===== src/rtl/map_irq_pkg.sv =====
// Shared definitions for scanline IRQ engines: savestate register map,
// default A12 filter timing and the packed flags byte layout.
package map_irq_pkg;

   // Default A12 filter timing, shared by every mapper that reuses the filter
   localparam int LOW_MIN_DEF  = 3;
   localparam int EDGE_TAP_DEF = 4;
   localparam int HIST_W_DEF   = 11;

   // Savestate register offsets; offset 3 is unmapped
   typedef enum logic [1:0] {
      SST_IRQ_LATCH = 2'd0,
      SST_IRQ_CTR   = 2'd1,
      SST_IRQ_FLAGS = 2'd2,
      SST_IRQ_NONE  = 2'd3
   } sst_sel_t;

   // Flag bits as stored in the savestate flags byte, msb first
   typedef struct packed {
      logic irq_pend;
      logic reload_req;
      logic irq_en;
   } irq_flags_t;

   // Zero-extend the flags into the byte seen on the savestate bus
   function automatic logic [7:0] packFlags(input irq_flags_t f);
      return {5'b00000, f};
   endfunction

endpackage


===== src/rtl/a12_scanline_irq_if.sv =====
// Register-strobe and savestate bus between a mapper's register decode
// (master) and the scanline IRQ engine (slave).
interface a12_scanline_irq_if;
   logic       latch_we;
   logic [7:0] latch_val;
   logic       reload_req_we;
   logic       irq_en_we;
   logic       irq_dis_we;
   logic       sst_act;
   logic       sst_we;
   logic [1:0] sst_addr;
   logic [7:0] sst_dato;
   logic [7:0] sst_di;

   modport master (
      output latch_we, latch_val, reload_req_we, irq_en_we, irq_dis_we,
      output sst_act, sst_we, sst_addr, sst_dato,
      input  sst_di
   );

   modport slave (
      input  latch_we, latch_val, reload_req_we, irq_en_we, irq_dis_we,
      input  sst_act, sst_we, sst_addr, sst_dato,
      output sst_di
   );
endinterface


===== src/rtl/a12_edge_filter.sv =====
// PPU A12 rise qualifier: keeps a history of A12 samples taken on the
// falling edge of M2 and flags a rise only after a run of low samples,
// which rejects the short A12 blips seen during sprite/background fetches.
module a12_edge_filter
   import map_irq_pkg::*;
#(
   parameter int LOW_MIN  = LOW_MIN_DEF,
   parameter int EDGE_TAP = EDGE_TAP_DEF,
   parameter int HIST_W   = HIST_W_DEF
) (
   input  logic m2,
   input  logic map_rst_n,
   input  logic i_freeze,
   input  logic i_a12,
   output logic o_pulse
);

   logic [HIST_W-1:0] r_hist;

   // Shift in one A12 sample per M2 cycle unless held for savestate access
   always_ff @(negedge m2) begin
      if (!map_rst_n) begin
         r_hist <= '0;
      end else if (!i_freeze) begin
         r_hist <= HIST_W'({r_hist, i_a12});
      end
   end

   assign o_pulse = r_hist[EDGE_TAP] & ~(|r_hist[EDGE_TAP+1 +: LOW_MIN]);

endmodule


===== src/rtl/a12_scanline_irq.sv =====
// Scanline IRQ engine for MMC3/Taito-class mappers. Filtered A12 rises
// clock an 8-bit reload/down counter; reaching zero with IRQs enabled
// latches a level IRQ. Mapper register writes arrive as strobes, and the
// whole state is visible and writable through the savestate port.
module a12_scanline_irq
   import map_irq_pkg::*;
#(
   parameter int LOW_MIN  = LOW_MIN_DEF,
   parameter int EDGE_TAP = EDGE_TAP_DEF,
   parameter int HIST_W   = HIST_W_DEF
) (
   input  logic                m2,
   input  logic                map_rst_n,
   input  logic                ppu_a12,
   input  logic                mmc3b_mode,
   a12_scanline_irq_if.slave   regs,
   output logic                irq,
   output logic [7:0]          ctr,
   output logic                a12_clk
);

   logic [7:0] r_latch;
   logic [7:0] r_ctr;
   irq_flags_t r_flags;
   logic       w_pulse;
   logic       w_nextZero;
   logic [7:0] w_ctrNext;

   a12_edge_filter #(
      .LOW_MIN  (LOW_MIN),
      .EDGE_TAP (EDGE_TAP),
      .HIST_W   (HIST_W)
   ) u_filter (
      .m2        (m2),
      .map_rst_n (map_rst_n),
      .i_freeze  (regs.sst_act),
      .i_a12     (ppu_a12),
      .o_pulse   (w_pulse)
   );

   // Decide what a scanline pulse would do: whether it lands on zero and the next count
   always_comb begin
      w_nextZero = ((r_ctr == 8'd1) & ~r_flags.reload_req)
                 | (r_flags.reload_req & (r_latch == 8'd0))
                 | (mmc3b_mode & (r_ctr == 8'd0) & (r_latch == 8'd0));
      w_ctrNext  = ((r_ctr == 8'd0) | r_flags.reload_req) ? r_latch : (r_ctr - 8'd1);
   end

   // Counter and flags: savestate access freezes everything, otherwise the pulse acts first and strobes override it
   always_ff @(negedge m2) begin
      if (!map_rst_n) begin
         r_latch <= 8'd0;
         r_ctr   <= 8'd0;
         r_flags <= '0;
      end else if (regs.sst_act) begin
         if (regs.sst_we) begin
            case (sst_sel_t'(regs.sst_addr))
               SST_IRQ_LATCH: r_latch <= regs.sst_dato;
               SST_IRQ_CTR:   r_ctr   <= regs.sst_dato;
               SST_IRQ_FLAGS: r_flags <= irq_flags_t'(regs.sst_dato[2:0]);
               default:       ;
            endcase
         end
      end else begin
         if (w_pulse) begin
            if (r_flags.irq_en & w_nextZero) begin
               r_flags.irq_pend <= 1'b1;
            end
            r_ctr              <= w_ctrNext;
            r_flags.reload_req <= 1'b0;
         end
         if (regs.latch_we) begin
            r_latch <= regs.latch_val;
         end
         if (regs.reload_req_we) begin
            r_flags.reload_req <= 1'b1;
         end
         if (regs.irq_en_we) begin
            r_flags.irq_en <= 1'b1;
         end
         if (regs.irq_dis_we) begin
            r_flags.irq_en   <= 1'b0;
            r_flags.irq_pend <= 1'b0;
         end
      end
   end

   // Savestate read mux; the unmapped offset reads as all ones
   always_comb begin
      regs.sst_di = 8'hFF;
      case (sst_sel_t'(regs.sst_addr))
         SST_IRQ_LATCH: regs.sst_di = r_latch;
         SST_IRQ_CTR:   regs.sst_di = r_ctr;
         SST_IRQ_FLAGS: regs.sst_di = packFlags(r_flags);
         default:       regs.sst_di = 8'hFF;
      endcase
   end

   assign irq     = r_flags.irq_pend;
   assign ctr     = r_ctr;
   assign a12_clk = w_pulse;

endmodule

===== src/flat_wrapper.sv =====
// flat-port wrapper written by rule: the top's interface ports become plain ports
module a12_scanline_irq_flat import map_irq_pkg::*;
#(
   parameter int LOW_MIN  = LOW_MIN_DEF,
   parameter int EDGE_TAP = EDGE_TAP_DEF,
   parameter int HIST_W   = HIST_W_DEF
)
  (m2, map_rst_n, ppu_a12, mmc3b_mode, irq, ctr, a12_clk, regs_latch_we, regs_latch_val, regs_reload_req_we, regs_irq_en_we, regs_irq_dis_we, regs_sst_act, regs_sst_we, regs_sst_addr, regs_sst_dato, regs_sst_di);
  a12_scanline_irq_if regs_i ();
  input  logic m2;
  input  logic map_rst_n;
  input  logic ppu_a12;
  input  logic mmc3b_mode;
  output logic irq;
  output logic [7:0] ctr;
  output logic a12_clk;
  input wire logic [$bits(regs_i.latch_we)-1:0] regs_latch_we;
  input wire logic [$bits(regs_i.latch_val)-1:0] regs_latch_val;
  input wire logic [$bits(regs_i.reload_req_we)-1:0] regs_reload_req_we;
  input wire logic [$bits(regs_i.irq_en_we)-1:0] regs_irq_en_we;
  input wire logic [$bits(regs_i.irq_dis_we)-1:0] regs_irq_dis_we;
  input wire logic [$bits(regs_i.sst_act)-1:0] regs_sst_act;
  input wire logic [$bits(regs_i.sst_we)-1:0] regs_sst_we;
  input wire logic [$bits(regs_i.sst_addr)-1:0] regs_sst_addr;
  input wire logic [$bits(regs_i.sst_dato)-1:0] regs_sst_dato;
  output wire logic [$bits(regs_i.sst_di)-1:0] regs_sst_di;
  assign regs_i.latch_we = regs_latch_we;
  assign regs_i.latch_val = regs_latch_val;
  assign regs_i.reload_req_we = regs_reload_req_we;
  assign regs_i.irq_en_we = regs_irq_en_we;
  assign regs_i.irq_dis_we = regs_irq_dis_we;
  assign regs_i.sst_act = regs_sst_act;
  assign regs_i.sst_we = regs_sst_we;
  assign regs_i.sst_addr = regs_sst_addr;
  assign regs_i.sst_dato = regs_sst_dato;
  assign regs_sst_di = regs_i.sst_di;
  a12_scanline_irq #(.LOW_MIN(LOW_MIN), .EDGE_TAP(EDGE_TAP), .HIST_W(HIST_W)) u_core (.m2(m2), .map_rst_n(map_rst_n), .ppu_a12(ppu_a12), .mmc3b_mode(mmc3b_mode), .regs(regs_i), .irq(irq), .ctr(ctr), .a12_clk(a12_clk));
endmodule

===== config.mk =====
export PLATFORM = sky130hd
export DESIGN_NAME = a12_scanline_irq_flat
export DESIGN_NICKNAME = d
export VERILOG_FILES = /design/src/rtl/map_irq_pkg.sv /design/src/rtl/a12_scanline_irq_if.sv /design/src/rtl/a12_edge_filter.sv /design/src/rtl/a12_scanline_irq.sv /design/src/flat_wrapper.sv
export SDC_FILE = /design/constraint.sdc
export NUM_CORES = 1
export LEC_CHECK = 0
export CORE_ASPECT_RATIO = 0.5
export CORE_UTILIZATION = 31
export DETAILED_ROUTE_END_ITERATION = 12
export GPL_TIMING_DRIVEN = 0
export HOLD_SLACK_MARGIN = 0.15
export PLACE_DENSITY_LB_ADDON = 0.1
export SETUP_SLACK_MARGIN = 0.15
export SYNTH_ARGS = -nofsm -noshare
export SYNTH_HDL_FRONTEND = slang
export SYNTH_SLANG_ARGS = --single-unit
export TNS_END_PERCENT = 10

===== constraint.sdc =====
create_clock -name m2 -period 2.5 [get_ports m2]
set_clock_uncertainty 0.2 [all_clocks]
set_input_delay 0.75 -clock m2 [delete_from_list [all_inputs] [get_ports m2]]
set_output_delay 0.75 -clock m2 [all_outputs]
set_load 0.01 [all_outputs]

---- Word-level counts from Yosys, hierarchy flattened ----
Cells that the tools add are included.
storage, ports and cells
  bits in registers ....................... 27
  input bits .............................. 28
  word-level logic and storage cells ...... 59
operators by class
  $add $sub $neg .......................... 1
  equal/unequal tests ..................... 7
  multiplexer cells ....................... 19
  bitwise logic cells ..................... 11
  reduce and logical (&&, ||, !) cells .... 15
operator list
  cell                 count
  $mux 8               9
  $pmux 8 s3           1
  $logic_not 8->1      2
  $reduce_and 3->1     4
  $reduce_bool 3->1    4
  $mux 3               3
  $eq 8x1->1 const B   1
  $ne 2x1->1 const B   4
  $sub 8x1->8 const B  1
  $and 1x1->1          6
  $mux 1               5
  $reduce_and 4->1     1
  $reduce_bool 2->1    2
  $or 1x1->1           3
  $reduce_or 3->1      1
  $eq 2x1->1 const B   1
  $eq 2x2->1 const B   1
  $logic_not 2->1      1
  $mux 2               1
  $not 1->1            2

---- Logic depth before layout (Yosys ltp) ----
  depth after elaboration ................. 9
  gate-level depth with buffers ........... 8
  gate-level depth less buffers ........... 7

---- By module ----
From an unflattened synthesis, not the netlist that was laid out.
second synthesis, totals
  cell total of the unflattened synthesis .. 204
  area, all modules ....................... 1751.7 sq um
by module, submodules not included
  module            times used  cells an instance  area an instance (sq um)  sequential area each (sq um)
  a12_scanline_irq  1           177                1437.6                    380.4
  a12_edge_filter   1           27                 314.1                     160.2

==> summary.txt <==
Timing
  • Final worst-path setup slack: -0.938 ns
  • Endpoints failing setup: 45
  • Final setup TNS: -18.84 ns
  • Slew HR: 0.771
  • Hold Fails Final Rpt: 0
  • Worst-margin pin slew: 0.343 ns
  • RSZ-0062 raised after global routing: yes
  • Hold WS: slightly below 0.3 ns
  • Max-slew violations: 0

Run
  • Max-cap violation count: 0

Synth
  • Syn Area/Cell: 8.28 µm²
  • Seq/Total Area, Yosys: 0.321
  • #FFs+latches synth: 27
  • Synth Cell Area: between 0.0015 and 0.002 mm²
  • Post-synth cell types: 40
  • Post-Syn Nets: ~230
  • Yosys warns: 0
  • Cells after synthesis: 203

Global routing
  • Initial antenna violation count: 0
  • Pin count of the biggest net entering global routing: 16
  • Vias in the first global route: 1819
  • Total GRT Usage: 0.200
  • First-pass GRT wire length: 8580 µm
  • Total gr overflow: 0

Finish
  • Share of post-route cells with drive strength above 1: 0.294
  • Layout Cells excl Fill: 359
  • FF+latch area: 583 µm²
  • Ant. Diodes: 0
  • Total Nets Final: around 320
  • Number of fill cells: between 500 and 600
  • Footprint of the multi-input gates: 0.00114 mm²
  • Most frequent cells in the layout: 30 x inv_1, 26 x nand2_1, 20 x clkdlybuf4s50_1
  • Area grow syn2layout: 57.6%
  • Most common cell after layout, fill and taps aside: inv_1

Route
  • Routed vias/inst: about 5
  • TritonRoute pass-1 iters: 4
  • WL per Instance: 14.9 µm
  • Antenna Nets Post-Route: 0
  • Drc violations: 0
  • Final wirelength: 5330 µm
  • DR vias: approximately 1800
  • Initial DRC count: 77

Floorplanning
  • Initial core utilization: 0.332
  • Core area: 0.00507 mm²
  • Die H: 54.1 µm
  • Die area: about 0.0057 mm²
  • # IOs: 46
  • Die Wd: 106 µm
  • Number of cell rows: 18

Worst setup path
  • Worst Setup SP: u_core.r_latch[0]
  • Arrival @ worst endpoint: 2.49 ns
  • Crit path kind: reg2out
  • Worst stage delay on the critical path: ~0.33 ns
  • Critical R2R Launch: u_core.ctr[0]
  • Crit path launch type: flop
  • Slowest CP cell: dfxtp_2
  • Worst path required time: 1.55 ns
  • CP endpoint kind: output pin
  • Crit Path Max Fanout: 4
  • Critical-path cell list: mux2_4 > o22a_1 > buf_2

CTS
  • Root Buffer Master: clkbuf_8
  • Clock Path Buffers: 2
  • TritonCTS Sinks: 27
  • CTS tree: done
  • Post-cts hold buffer count: 0
  • Clk_lat worst skew: approximately 0.36 ns
  • Worst-path clk slew: approximately 0.040 ns
  • Num CTS Buffers: 3
  • Max H-tree Level: 1

Placed design
  • Place WS: -1.45 ns
  • DP HPWL: 3720 µm
  • PortBufs: between 40 and 50
  • DP Cell Count: 317
  • GPL Wtd Cong: 0.799

Power and ir drop
  • Share of power burned in registers: 0.359
  • PwrDens: 496 mW/mm²
  • Internal cell power: 888 µW
  • Comb pwr share: 0.242
  • Clock power frac: 0.399
  • Sw Pwr: approximately 430 µW
  • Static leakage: about 0.0013 µW
  • Sw frac: 0.325
  • Max VDD drop: roughly 0.25 mV
  • Final Total Pwr: 1320 µW

Run status
  • Status: complete, but fails checks
  • Failing checks: negative setup slack

Min path
  • Worst hold path class: reg2reg
  • Hold_sp: u_core.r_latch[5]
==> worst max-delay path: cells and delay by family (launching register included) <==
family | cells | cell delay, ns
AOI/OAI and AO/OA | 1 | 0.16
buffers and inverters | 1 | 0.14
DFF | 1 | 0.33
muxes | 1 | 0.27
==> Yosys cell counts <==
master,n,area (µm²)
a211o_1,6,52.6
a21oi_1,7,35.0
a21oi_2,2,17.5
a31oi_1,5,31.3
a32o_1,2,20.0
a41oi_1,1,8.76
and2_1,1,6.26
buf_2,3,15.0
buf_6,1,11.3
clkbuf_1,8,30.0
dfxtp_1,27,541
ha_1,3,37.5
inv_1,5,18.8
mux2_2,3,33.8
mux2i_1,15,150
nand2_1,27,101
nand2b_1,4,25.0
nand3_1,6,30.0
nand3b_1,1,7.51
nand4b_1,2,17.5
nor2_1,15,56.3
nor2b_1,10,62.6
nor3_1,2,10.0
nor3b_1,1,7.51
nor4_4,1,21.3
nor4b_4,1,23.8
o211a_1,8,80.1
o21a_1,2,15.0
o21ai_0,18,90.1
o21ai_1,1,5.00
o21bai_1,1,7.51
o22a_1,3,26.3
o22ai_1,1,6.26
o311a_1,1,10.0
o31ai_1,1,7.51
or2_2,1,6.26
or3_1,1,6.26
or4_1,2,15.0
xnor2_1,3,26.3
xor2_1,1,8.76
==> final timing paths <==
path                         end  slack (ns)  depth (start not counted)
setup reg to reg   u_core.ctr[1]        0.27                          9
hold / removal     u_core.ctr[5]        0.30                          2
setup / recovery  regs_sst_di[0]       -0.94                          3
hold reg to reg    u_core.ctr[5]        0.30                          2
==> cells by family after synthesis <==
kind of cell    count (synthesis)  share of synthesized area
compound gates                 59                      0.246
xor+xnor                        4                     0.0208
fa+ha+maj                       3                     0.0223
buf+inv                        17                     0.0446
flops                          27                      0.321
mux                            18                      0.109
simple gates                   75                      0.236
==> registers in the layout, summed over array words and instances (netlist names) <==
| signal | flops |
|---|---|
| u_core.ctr | 8 |
| u_core.r_latch | 8 |
| u_core.u_filter.r_hist | 8 |
| u_core.r_flags | 2 |
| u_core.irq | 1 |
==> layer usage <==
metal  GRT usage  share of wire
met5           0              0
met4      0.0694         0.0019
met3      0.0666          0.065
met2       0.344           0.46
met1       0.240           0.47
==> metrics by stage <==
step	util	instance area (µm²)
2_1_floorplan	-	1760
3_3_place_gp	0.451	2290
3_5_place_dp	0.451	2290
4_1_cts	0.514	2600
5_1_grt	0.523	2650
6_report	0.523	2650
==> repair_timing <==
item / in CTS / in global routing
setup endpoints to repair: 45 / 45
gates resized for setup: 150 / 18
cloned: 0 / 0
buffers inserted: 8 / 4
pin swaps: 10 / 5
==> power groups by stage <==
| stage | registers (µW) | logic, µW | clock network (µW) |
|---|---|---|---|
| global route | 474 | 346 | 601 |
| finish | 473 | 318 | 524 |
| global placement | 485 | 292 | 68.5 |
| floorplan | 480 | 175 | 68.5 |
| detailed placement | 485 | 294 | 68.5 |
| CTS | 474 | 308 | 547 |
==> final cells by class <==
type,count,area share
Clock inverter,28,0.0496
Timing Repair Buffer,56,0.193
Buffer,12,0.0524
Inverter,4,0.00567
Clock buffer,3,0.0156
Sequential cell,27,0.220
Tap cell,70,0.0331
Multi-Input combinational cell,159,0.431
(Power assumes the default switching activity.)
